## src/rtl/lc3_fetch_pkg.sv

```systemverilog
`default_nettype none
// ============================================================================
// Module      : lc3_fetch_pkg
// Description : Shared types and constants for the LC-3 fetch/prefetch unit.
//               fetch_state_t - fetch FSM states
//               fetch_entry_t - prefetch queue entry {instr, pc} (16-bit LC-3)
// Revision    : 1.0 - initial release
// ============================================================================
package lc3_fetch_pkg;

    localparam logic [15:0] LC3_RESET_VECTOR = 16'h3000;

    typedef enum logic [1:0] {
        FETCH_IDLE = 2'd0,
        FETCH_REQ  = 2'd1,
        FETCH_WAIT = 2'd2
    } fetch_state_t;

    typedef struct packed {
        logic [15:0] instr;
        logic [15:0] pc;
    } fetch_entry_t;

endpackage : lc3_fetch_pkg
`default_nettype wire

```

## src/rtl/fetch_queue.sv

```systemverilog
`default_nettype none
// ============================================================================
// Module      : fetch_queue
// Description : Synchronous FIFO holding prefetched {instr, pc} entries.
//               Flush has priority over push and pop. Push and pop in the
//               same cycle leave the occupancy unchanged.
// Ports       : clk, rst (async, active-high)
//               i_push/i_push_data - write an entry (ignored when full)
//               i_pop              - drop the head (ignored when empty)
//               i_flush            - empty the queue
//               o_full/o_empty/o_count - occupancy status
//               o_head             - current head entry
// Revision    : 1.0 - initial release
// ============================================================================
module fetch_queue
    import lc3_fetch_pkg::*;
#(
    parameter int  DEPTH = 4,
    parameter type T     = fetch_entry_t
) (
    input  logic                       clk,
    input  logic                       rst,
    input  logic                       i_push,
    input  T                           i_push_data,
    input  logic                       i_pop,
    input  logic                       i_flush,
    output logic                       o_full,
    output logic                       o_empty,
    output logic [$clog2(DEPTH+1)-1:0] o_count,
    output T                           o_head
);

    localparam int PTR_W = $clog2(DEPTH);
    localparam int CNT_W = $clog2(DEPTH+1);

    T                   r_mem [DEPTH];
    logic [PTR_W-1:0]   r_wr_ptr;
    logic [PTR_W-1:0]   r_rd_ptr;
    logic [CNT_W-1:0]   r_count;

    logic               w_do_push;
    logic               w_do_pop;

    assign o_full    = (r_count == CNT_W'(DEPTH));
    assign o_empty   = (r_count == '0);
    assign o_count   = r_count;
    assign o_head    = r_mem[r_rd_ptr];

    assign w_do_push = i_push && !o_full;
    assign w_do_pop  = i_pop  && !o_empty;

    // DEPTH is a power of two, so the pointers wrap naturally.
    always_ff @(posedge clk or posedge rst) begin
        if (rst) begin
            r_wr_ptr <= '0;
            r_rd_ptr <= '0;
            r_count  <= '0;
            for (int i = 0; i < DEPTH; i++) begin
                r_mem[i] <= '0;
            end
        end else if (i_flush) begin
            r_wr_ptr <= '0;
            r_rd_ptr <= '0;
            r_count  <= '0;
        end else begin
            if (w_do_push) begin
                r_mem[r_wr_ptr] <= i_push_data;
                r_wr_ptr        <= r_wr_ptr + PTR_W'(1);
            end
            if (w_do_pop) begin
                r_rd_ptr <= r_rd_ptr + PTR_W'(1);
            end
            r_count <= r_count + CNT_W'(w_do_push) - CNT_W'(w_do_pop);
        end
    end

endmodule : fetch_queue
`default_nettype wire

```

## src/rtl/fetch_prefetch_unit.sv

```systemverilog
`default_nettype none
// ============================================================================
// Module      : fetch_prefetch_unit
// Description : LC-3 fetch stage with prefetch queue. Owns the fetch PC,
//               issues single-outstanding reads over a req/gnt/rvalid
//               handshake, queues returned instructions tagged with their PC
//               and flushes/redirects on a taken branch.
// Ports       : clk, reset (async, active-high)
//               mem_req/mem_addr/mem_gnt/mem_rvalid/mem_rdata - memory side
//               branch_taken/target_address                  - redirect
//               instr_valid/instr/instr_pc/instr_ready       - decode side
//               next_program_counter - instr_pc + 1 (wrapping)
//               queue_count          - queue occupancy
// Revision    : 1.0 - initial release
// ============================================================================
module fetch_prefetch_unit
    import lc3_fetch_pkg::*;
#(
    parameter int              ADDR_W   = 16,
    parameter int              DATA_W   = 16,
    parameter logic [ADDR_W-1:0] RESET_PC = ADDR_W'(LC3_RESET_VECTOR),
    parameter int              DEPTH    = 4
) (
    input  logic                       clk,
    input  logic                       reset,
    output logic                       mem_req,
    output logic [ADDR_W-1:0]          mem_addr,
    input  logic                       mem_gnt,
    input  logic                       mem_rvalid,
    input  logic [DATA_W-1:0]          mem_rdata,
    input  logic                       branch_taken,
    input  logic [ADDR_W-1:0]          target_address,
    output logic                       instr_valid,
    output logic [DATA_W-1:0]          instr,
    output logic [ADDR_W-1:0]          instr_pc,
    input  logic                       instr_ready,
    output logic [ADDR_W-1:0]          next_program_counter,
    output logic [$clog2(DEPTH+1)-1:0] queue_count
);

    localparam int               CNT_W   = $clog2(DEPTH+1);
    localparam logic [CNT_W-1:0] C_DEPTH = CNT_W'(DEPTH);

    typedef struct packed {
        logic [DATA_W-1:0] instr;
        logic [ADDR_W-1:0] pc;
    } entry_t;

    fetch_state_t       r_state;
    logic [ADDR_W-1:0]  r_fetch_pc;
    logic [ADDR_W-1:0]  r_req_addr;
    logic               r_discard;

    fetch_state_t       w_state_nxt;
    logic [ADDR_W-1:0]  w_fetch_pc_nxt;
    logic [ADDR_W-1:0]  w_req_addr_nxt;
    logic               w_discard_nxt;
    logic               w_push;
    logic               w_pop;
    logic [CNT_W-1:0]   w_count_post;

    logic               w_full;
    logic               w_empty;
    logic [CNT_W-1:0]   w_count;
    entry_t             w_head;
    entry_t             w_push_data;

    assign w_push_data = '{instr: mem_rdata, pc: r_req_addr};
    // A branch flushes the queue, so a same-cycle pop has no effect.
    assign w_pop       = !w_empty && instr_ready && !branch_taken;

    fetch_queue #(
        .DEPTH (DEPTH),
        .T     (entry_t)
    ) u_queue (
        .clk         (clk),
        .rst         (reset),
        .i_push      (w_push),
        .i_push_data (w_push_data),
        .i_pop       (w_pop),
        .i_flush     (branch_taken),
        .o_full      (w_full),
        .o_empty     (w_empty),
        .o_count     (w_count),
        .o_head      (w_head)
    );

    always_ff @(posedge clk or posedge reset) begin
        if (reset) begin
            r_state    <= FETCH_IDLE;
            r_fetch_pc <= RESET_PC;
            r_req_addr <= '0;
            r_discard  <= 1'b0;
        end else begin
            r_state    <= w_state_nxt;
            r_fetch_pc <= w_fetch_pc_nxt;
            r_req_addr <= w_req_addr_nxt;
            r_discard  <= w_discard_nxt;
        end
    end

    always_comb begin
        w_state_nxt    = r_state;
        w_fetch_pc_nxt = r_fetch_pc;
        w_req_addr_nxt = r_req_addr;
        w_discard_nxt  = r_discard;
        w_push         = 1'b0;
        w_count_post   = w_count;

        case (r_state)
            FETCH_IDLE: begin
                if (branch_taken) begin
                    // Queue is emptied this cycle, so the target can issue now.
                    w_fetch_pc_nxt = target_address;
                    w_req_addr_nxt = target_address;
                    w_state_nxt    = FETCH_REQ;
                end else if (!w_full) begin
                    w_req_addr_nxt = r_fetch_pc;
                    w_state_nxt    = FETCH_REQ;
                end
            end

            FETCH_REQ: begin
                // The request cannot be withdrawn; marking it stale early is
                // safe because responses are only consumed in FETCH_WAIT.
                if (branch_taken) begin
                    w_fetch_pc_nxt = target_address;
                    w_discard_nxt  = 1'b1;
                end
                if (mem_gnt) begin
                    w_state_nxt = FETCH_WAIT;
                    // Only a live request advances the PC; a stale one leaves
                    // the redirect target in place.
                    if (!branch_taken && !r_discard) begin
                        w_fetch_pc_nxt = r_fetch_pc + ADDR_W'(1);
                    end
                end
            end

            FETCH_WAIT: begin
                if (mem_rvalid) begin
                    w_discard_nxt = 1'b0;
                    w_push        = !r_discard && !branch_taken;
                    w_count_post  = w_count + CNT_W'(w_push) - CNT_W'(w_pop);
                    if (branch_taken) begin
                        w_fetch_pc_nxt = target_address;
                        w_req_addr_nxt = target_address;
                        w_state_nxt    = FETCH_REQ;
                    end else if (w_count_post < C_DEPTH) begin
                        w_req_addr_nxt = r_fetch_pc;
                        w_state_nxt    = FETCH_REQ;
                    end else begin
                        w_state_nxt    = FETCH_IDLE;
                    end
                end else if (branch_taken) begin
                    w_fetch_pc_nxt = target_address;
                    w_discard_nxt  = 1'b1;
                end
            end

            default: begin
                w_state_nxt = FETCH_IDLE;
            end
        endcase
    end

    assign mem_req              = (r_state == FETCH_REQ);
    assign mem_addr             = r_req_addr;
    assign instr_valid          = !w_empty;
    assign instr                = w_head.instr;
    assign instr_pc             = w_head.pc;
    assign next_program_counter = w_head.pc + ADDR_W'(1);
    assign queue_count          = w_count;

endmodule : fetch_prefetch_unit
`default_nettype wire

```

## config.mk

```make
export PLATFORM = sky130hd
export DESIGN_NAME = fetch_prefetch_unit
export DESIGN_NICKNAME = d
export VERILOG_FILES = /design/src/rtl/lc3_fetch_pkg.sv /design/src/rtl/fetch_queue.sv /design/src/rtl/fetch_prefetch_unit.sv
export SDC_FILE = /design/constraint.sdc
export NUM_CORES = 1
export LEC_CHECK = 0
export ABC_AREA = 1
export CAP_MARGIN = 5
export CORE_ASPECT_RATIO = 0.7
export CORE_MARGIN = 2
export CORE_UTILIZATION = 50
export CTS_CLUSTER_SIZE = 10
export DETAILED_ROUTE_END_ITERATION = 8
export PLACE_DENSITY = 0.72
export RECOVER_POWER = 25
export SYNTH_ARGS = -nofsm -noshare
export SYNTH_HDL_FRONTEND = slang
export SYNTH_HIERARCHICAL = 1
export SYNTH_SLANG_ARGS = --single-unit
```

## constraint.sdc

```tcl
create_clock -name clk -period 8.51 [get_ports clk]
set_input_delay 1.702 -clock clk [delete_from_list [all_inputs] [get_ports clk]]
set_output_delay 1.702 -clock clk [all_outputs]
set_load 0.005 [all_outputs]
```

Yosys cells after proc, flatten, opt, wreduce, memory -nomap -nowiden. Index checks and enable logic that the tools add are counted.

Add/sub/neg operators: 8. $lt $le $gt $ge: 4. Eq/ne operators: 7. Multiplexer cells: 33. Bitwise gates (word level): 3. Reduce and logical (&&, ||, !) cells: 21.

Operators with widths (number): 128-bit bitwise mux (1); 16-bit two-way mux (8); 32-bit two-way mux (3); 32-bit binary-select mux with 2-bit select (1); 32-bit demux with 2-bit select (1); 16-bit one-hot mux with 2 select lines (2); 16-bit by 1-bit adder with 16-bit output (second input constant) (2); 2-bit two-way mux (8); 2-bit nonzero test (5); 3-bit by 1-bit adder with 3-bit output (2); 3-bit greater-or-equal comparator (second input constant) (2); 1-bit logical AND (6); 1-bit two-way mux (6); 3-bit != test (second input constant) (2); 2-bit inverter with 3-bit output (2); 2-bit one-hot mux with 3 select lines (1); 3-bit by 1-bit subtractor with 3-bit output (2); 2-bit by 1-bit adder with 2-bit output (second input constant) (2); 1-bit logical NOT (4); 4-bit AND reduction (1); 3-bit equality test (second input constant) (1); 3-bit logical NOT (1); 3-bit by 1-bit < comparator with 1-bit output (second input constant) (1); 3-bit < comparator (second input constant) (1); 11 further kinds (11).

Flip-flop bits (word level): 170. Bits of input ports: 38. Word-level logic and storage cells: 91.

Longest topological paths before layout.
Depth in word-level cells: 10. Gate-level depth with buffers: 17.

Cells and area by module. Netlist, hierarchy kept.

By module, submodules not included: fetch_queue (instances 1, cells each 810, area an instance 6561.3 sq um, seq. area each 3378.2 sq um); fetch_prefetch_unit (instances 1, cells each 389, area an instance 2692.6 sq um, seq. area each 878.3 sq um).

Worst setup path after synthesis. No wires, ideal clock.

Kind: register -> output. Start: reg u_queue.r_rd_ptr[0]. End: out next_program_counter[12]. Arrival time: 2152 ps. Setup slack: 4656 ps. Cell stages (with the launch flop): 11. Path through: dfrtp_1 -> inv_1 -> buf_2 -> clkbuf_1 -> nor2_1 -> o22ai_1 -> ha_1 -> nand2_1 -> nor3_2 -> nand4_1 -> xnor2_1.

Cells in the longest elaborated chain, start to end: 5.

Ends and longest elaborated chain: from (decl) (line fetch_queue.sv:38) `logic [PTR_W-1:0] r_rd_ptr;`; from (signal assigned) (line fetch_queue.sv:71) `r_rd_ptr <= r_rd_ptr + PTR_W'(1);`; 2-bit inverter with 3-bit output (implied by the code) (line fetch_queue.sv:47) `assign o_head = r_mem[r_rd_ptr];`; 32-bit binary-select mux with 2-bit select (line fetch_queue.sv:47); 32-bit two-way mux (implied by the code) (2 in series) (line fetch_queue.sv:47); net instr_pc[0] (line fetch_prefetch_unit.sv:35) `output logic [ADDR_W-1:0] instr_pc,`; 16-bit by 1-bit adder with 16-bit output (line fetch_prefetch_unit.sv:172) `assign next_program_counter = w_head.pc + ADDR_W'(1);`; to (decl) (line fetch_prefetch_unit.sv:37) `output logic [ADDR_W-1:0] next_program_counter,`.

The timed path passes the listed nets, and every way through them passes these cells. The select of a mux whose other input is x is not followed.

Worst setup path in the final report.
Start: reg u_queue.r_rd_ptr[0]. End: out next_program_counter[14].

Cells in the longest elaborated chain, start to end: 5.

Ends and longest elaborated chain (line): 2-bit inverter with 3-bit output (implied by the code) (fetch_queue.sv:47); 32-bit binary-select mux with 2-bit select (fetch_queue.sv:47); 32-bit two-way mux (implied by the code) (2 in series) (fetch_queue.sv:47); 16-bit by 1-bit adder with 16-bit output (fetch_prefetch_unit.sv:172).

Every way passes these cells. The select of a mux whose other input is x is not followed.

==> summary.md <==
| Metric | Value |
|---|---|
| Clk pin slew, worst setup/hold paths | ~0.070 ns |
| Hold Crit Depth | 2 |
| Hold-fix buffers, CTS | 0 |
| Post-Route Setup TNS | 0 ns |
| GP Congestion | between 0.9 and 1 |
| Mean Syn Cell Area | 7.72 um^2 |
| Setup skew after layout | ~0.0076 ns |
| Power Dens Cells | 272 nW/um^2 |
| Max-slew headroom | -133% |
| DR WL met2 | 11900 um |
| Fillers | 1599 |
| Synth warn | 6 |
| Mapped Area | 9250 um^2 |
| Fin crit period | around 5.6 ns |
| Die height | 118 um |
| Max-slew violations | 113 |
| Post-synthesis sequential area ratio | 46.0% |
| Die Wd | 167 um |
| Core Area | 18100 um^2 |
| Clock Latency Late Sink | 0.43 ns |
| Global Route Usage Sum | 27.7% |
| Diode count | 0 |
| Post-synth cell types | 43 |
| Vias in the first global route | 8091 |
| Total Routed Length | 27300 um |
| CTS Buf Count | 17 |
| Final period util | 65.8% |
| Die area | 19600 um^2 |
| DP Wirelength | ~16000 um |
| Req. time, crit path | 6.81 ns |
| Yosys reg bits | 170 |
| Via density | 5.85 |
| VDD IR max | 0.201 mV |
| Status | finished with violations |
| HP Class | flip-flop to flip-flop |
| Syn Inst Count | 1199 |
| Root buf cell | clkbuf_16 |
| Initial Utilization | 51.2% |
| Drt pass-1 iters | 5 |
| CP Capture Type | output pin |
| Post-CTS resize count | 0 |
| Slew at the pin closest to its max-slew limit | about 3.5 ns |
| R2R cell count | 10 |
| WP data arrival | roughly 3.9 ns |
| CTS sink cnt | 170 |
| Sequential cell area | 4260 um^2 |
| TritonCTS clock tree | yes |
| Routed Antenna Nets | 0 |
| Startpoint types | flip-flop |
| H-tree Lvls | 4 |
| Vias | 8763 |
| Crit Path Class | flip-flop to output pin |
| Initial drt markers | 1151 |
| Met3 WL post-DR | ~2600 um |
| Multi-input gate area | 4310 um^2 |
| Failing checks | max-capacitance violations, max-slew violations |
| Commonest non-fill, non-tap cell in the layout | nand2_1 |
| Total power | just under 3 mW |
| Worst-case clock buffer depth | 2 |
| Synthesis-to-finish area growth | 17.6% |
| Commonest cells after routing, fill and taps aside | nand2_1, dfrtp_1, nand4_1 |
| LEAKAGE | 5.44 nW |
| Post-route DRC | 0 |
| M1 WL | 12500 um |
| # setup viols final | 0 |
| CP max FO | 40 |
| Ratio of cells with drive above 1 in the final layout | under 10% |
| Wire per inst | 18.2 um |
| Highest metal layer with signal wires | met4 |
| Antenna violations before repair | 0 |
| First-pass GRT wire length | between 40000 and 50000 um |
| Maxcap violations | 2 |
| Number of port buffers | 106 |
| Max Freq | 179 MHz |
| Synthesized net count | 1252 |
| Postcts setup bufs | 0 |
| Final #Nets | 1301 |
| Row count | 41 |
| I/O pins | 107 |
| Final hold viol count | 0 |
| Largest net degree at the start of global routing | 111 |
| RSZ-0062 raised after global routing | false |
| Total grt overflow | 0 |
==> state kept, by name, summed over array words and instances (netlist names) <==
register and count:
u_queue/r_mem 128, mem_addr 16, r_fetch_pc 16, u_queue/o_count 3, r_state 2, u_queue/r_rd_ptr 2, u_queue/r_wr_ptr 2, r_discard 1
==> power by group <==
group | internal [mW] | leakage [nW] | total (mW) | switching (mW)
registers | 0.966 | 2.27 | 1.15 | 0.184
clock network | 0.483 | 0.298 | 0.814 | 0.331
logic | 0.469 | 2.87 | 0.995 | 0.526
total | 1.92 | 5.44 | 2.96 | 1.04
==> cell usage after synthesis (all sizes together) <==
library cell | count | area share [%]
xor2 | 11 | 1.0
a22oi | 1 | 0.081
fa | 1 | 0.22
a21oi | 22 | 1.2
or2 | 13 | 0.88
mux2i | 1 | 0.11
nor2 | 108 | 4.8
o21ai | 96 | 5.3
a31o | 1 | 0.095
buf | 44 | 3.1
nor3 | 4 | 0.27
nand3b | 1 | 0.081
inv | 65 | 2.6
dfstp | 2 | 0.57
ha | 14 | 1.9
dfrtp | 168 | 45
o22ai | 32 | 2.2
clkbuf | 46 | 1.9
nand4 | 140 | 9.5
o21bai | 2 | 0.16
nand3 | 37 | 2.3
xnor2 | 6 | 0.57
nand2 | 383 | 16
a21o | 1 | 0.081
==> per-stage QoR <==
step	std cells	utilization [%]	hold WS, ns	setup WS, ns	cell area [um^2]
global route	1497	60.3	0.485	2.61	10900
global placement	1465	56.9	0.457	3.55	10300
CTS	1497	60.3	0.478	2.94	10900
finish	1497	60.3	0.477	2.91	10900
detailed placement	1465	56.9	0.461	3.42	10300
floorplan	1199	-	0.444	3.20	9250
==> routing by layer <==
metal	track usage (%)	up-vias
met5	0	-
met4	6.09	0
met3	6.12	21
met2	40.3	408
met1	42.2	4229
li1	-	4105
==> final timing paths <==
| kind | endpoint | from | slack [ns] |
|---|---|---|---|
| min | u_queue/r_mem[75] | u_queue/r_mem[75] | 0.48 |
| min reg2reg | u_queue/r_mem[75] | u_queue/r_mem[75] | 0.48 |
| min in group asynchronous | mem_addr[0] | reset | 2.45 |
| max reg2reg | u_queue/r_mem[94] | r_state[0] | 5.41 |
| max | next_program_counter[14] | u_queue/r_rd_ptr[0] | 2.91 |
| max in group asynchronous | u_queue/r_rd_ptr[0] | reset | 3.74 |
==> logic make-up (layout without fill, tap and decap cells) <==
kind of cell               Yosys count  after routing  share of synthesized area, %
xor gates and xnor gates            17             17                          1.61
and+or+nand+nor                    686            686                          33.5
AOI/OAI and AO/OA                  155            155                          9.13
buffers and inverters              155            217                          7.57
muxes                                1              1                         0.108
adders and majority gates           15             15                          2.11
DFF                                170            170                          46.0
==> worst max-delay path: stages (launching register included) <==
cell and delay, ns:
dfrtp_2 0.41, inv_2 0.33, buf_4 0.46, o21ai_0 0.14
o22ai_1 0.38, ha_1 0.29, nand2_1 0.09, nor3_2 0.34
nand4_1 0.18, xnor2_1 0.28, clkdlybuf4s50_1 0.55
==> final cells by class <==
class	count	share of cell area [%]
well taps	236	2.71
multi-input cells	874	39.6
clock inverters	12	1.34
repair buffers	120	10.6
clock buffers	20	4.29
flip-flops and latches	170	39.1
inverters	65	2.26
Power figures use the tool's default switching activity.
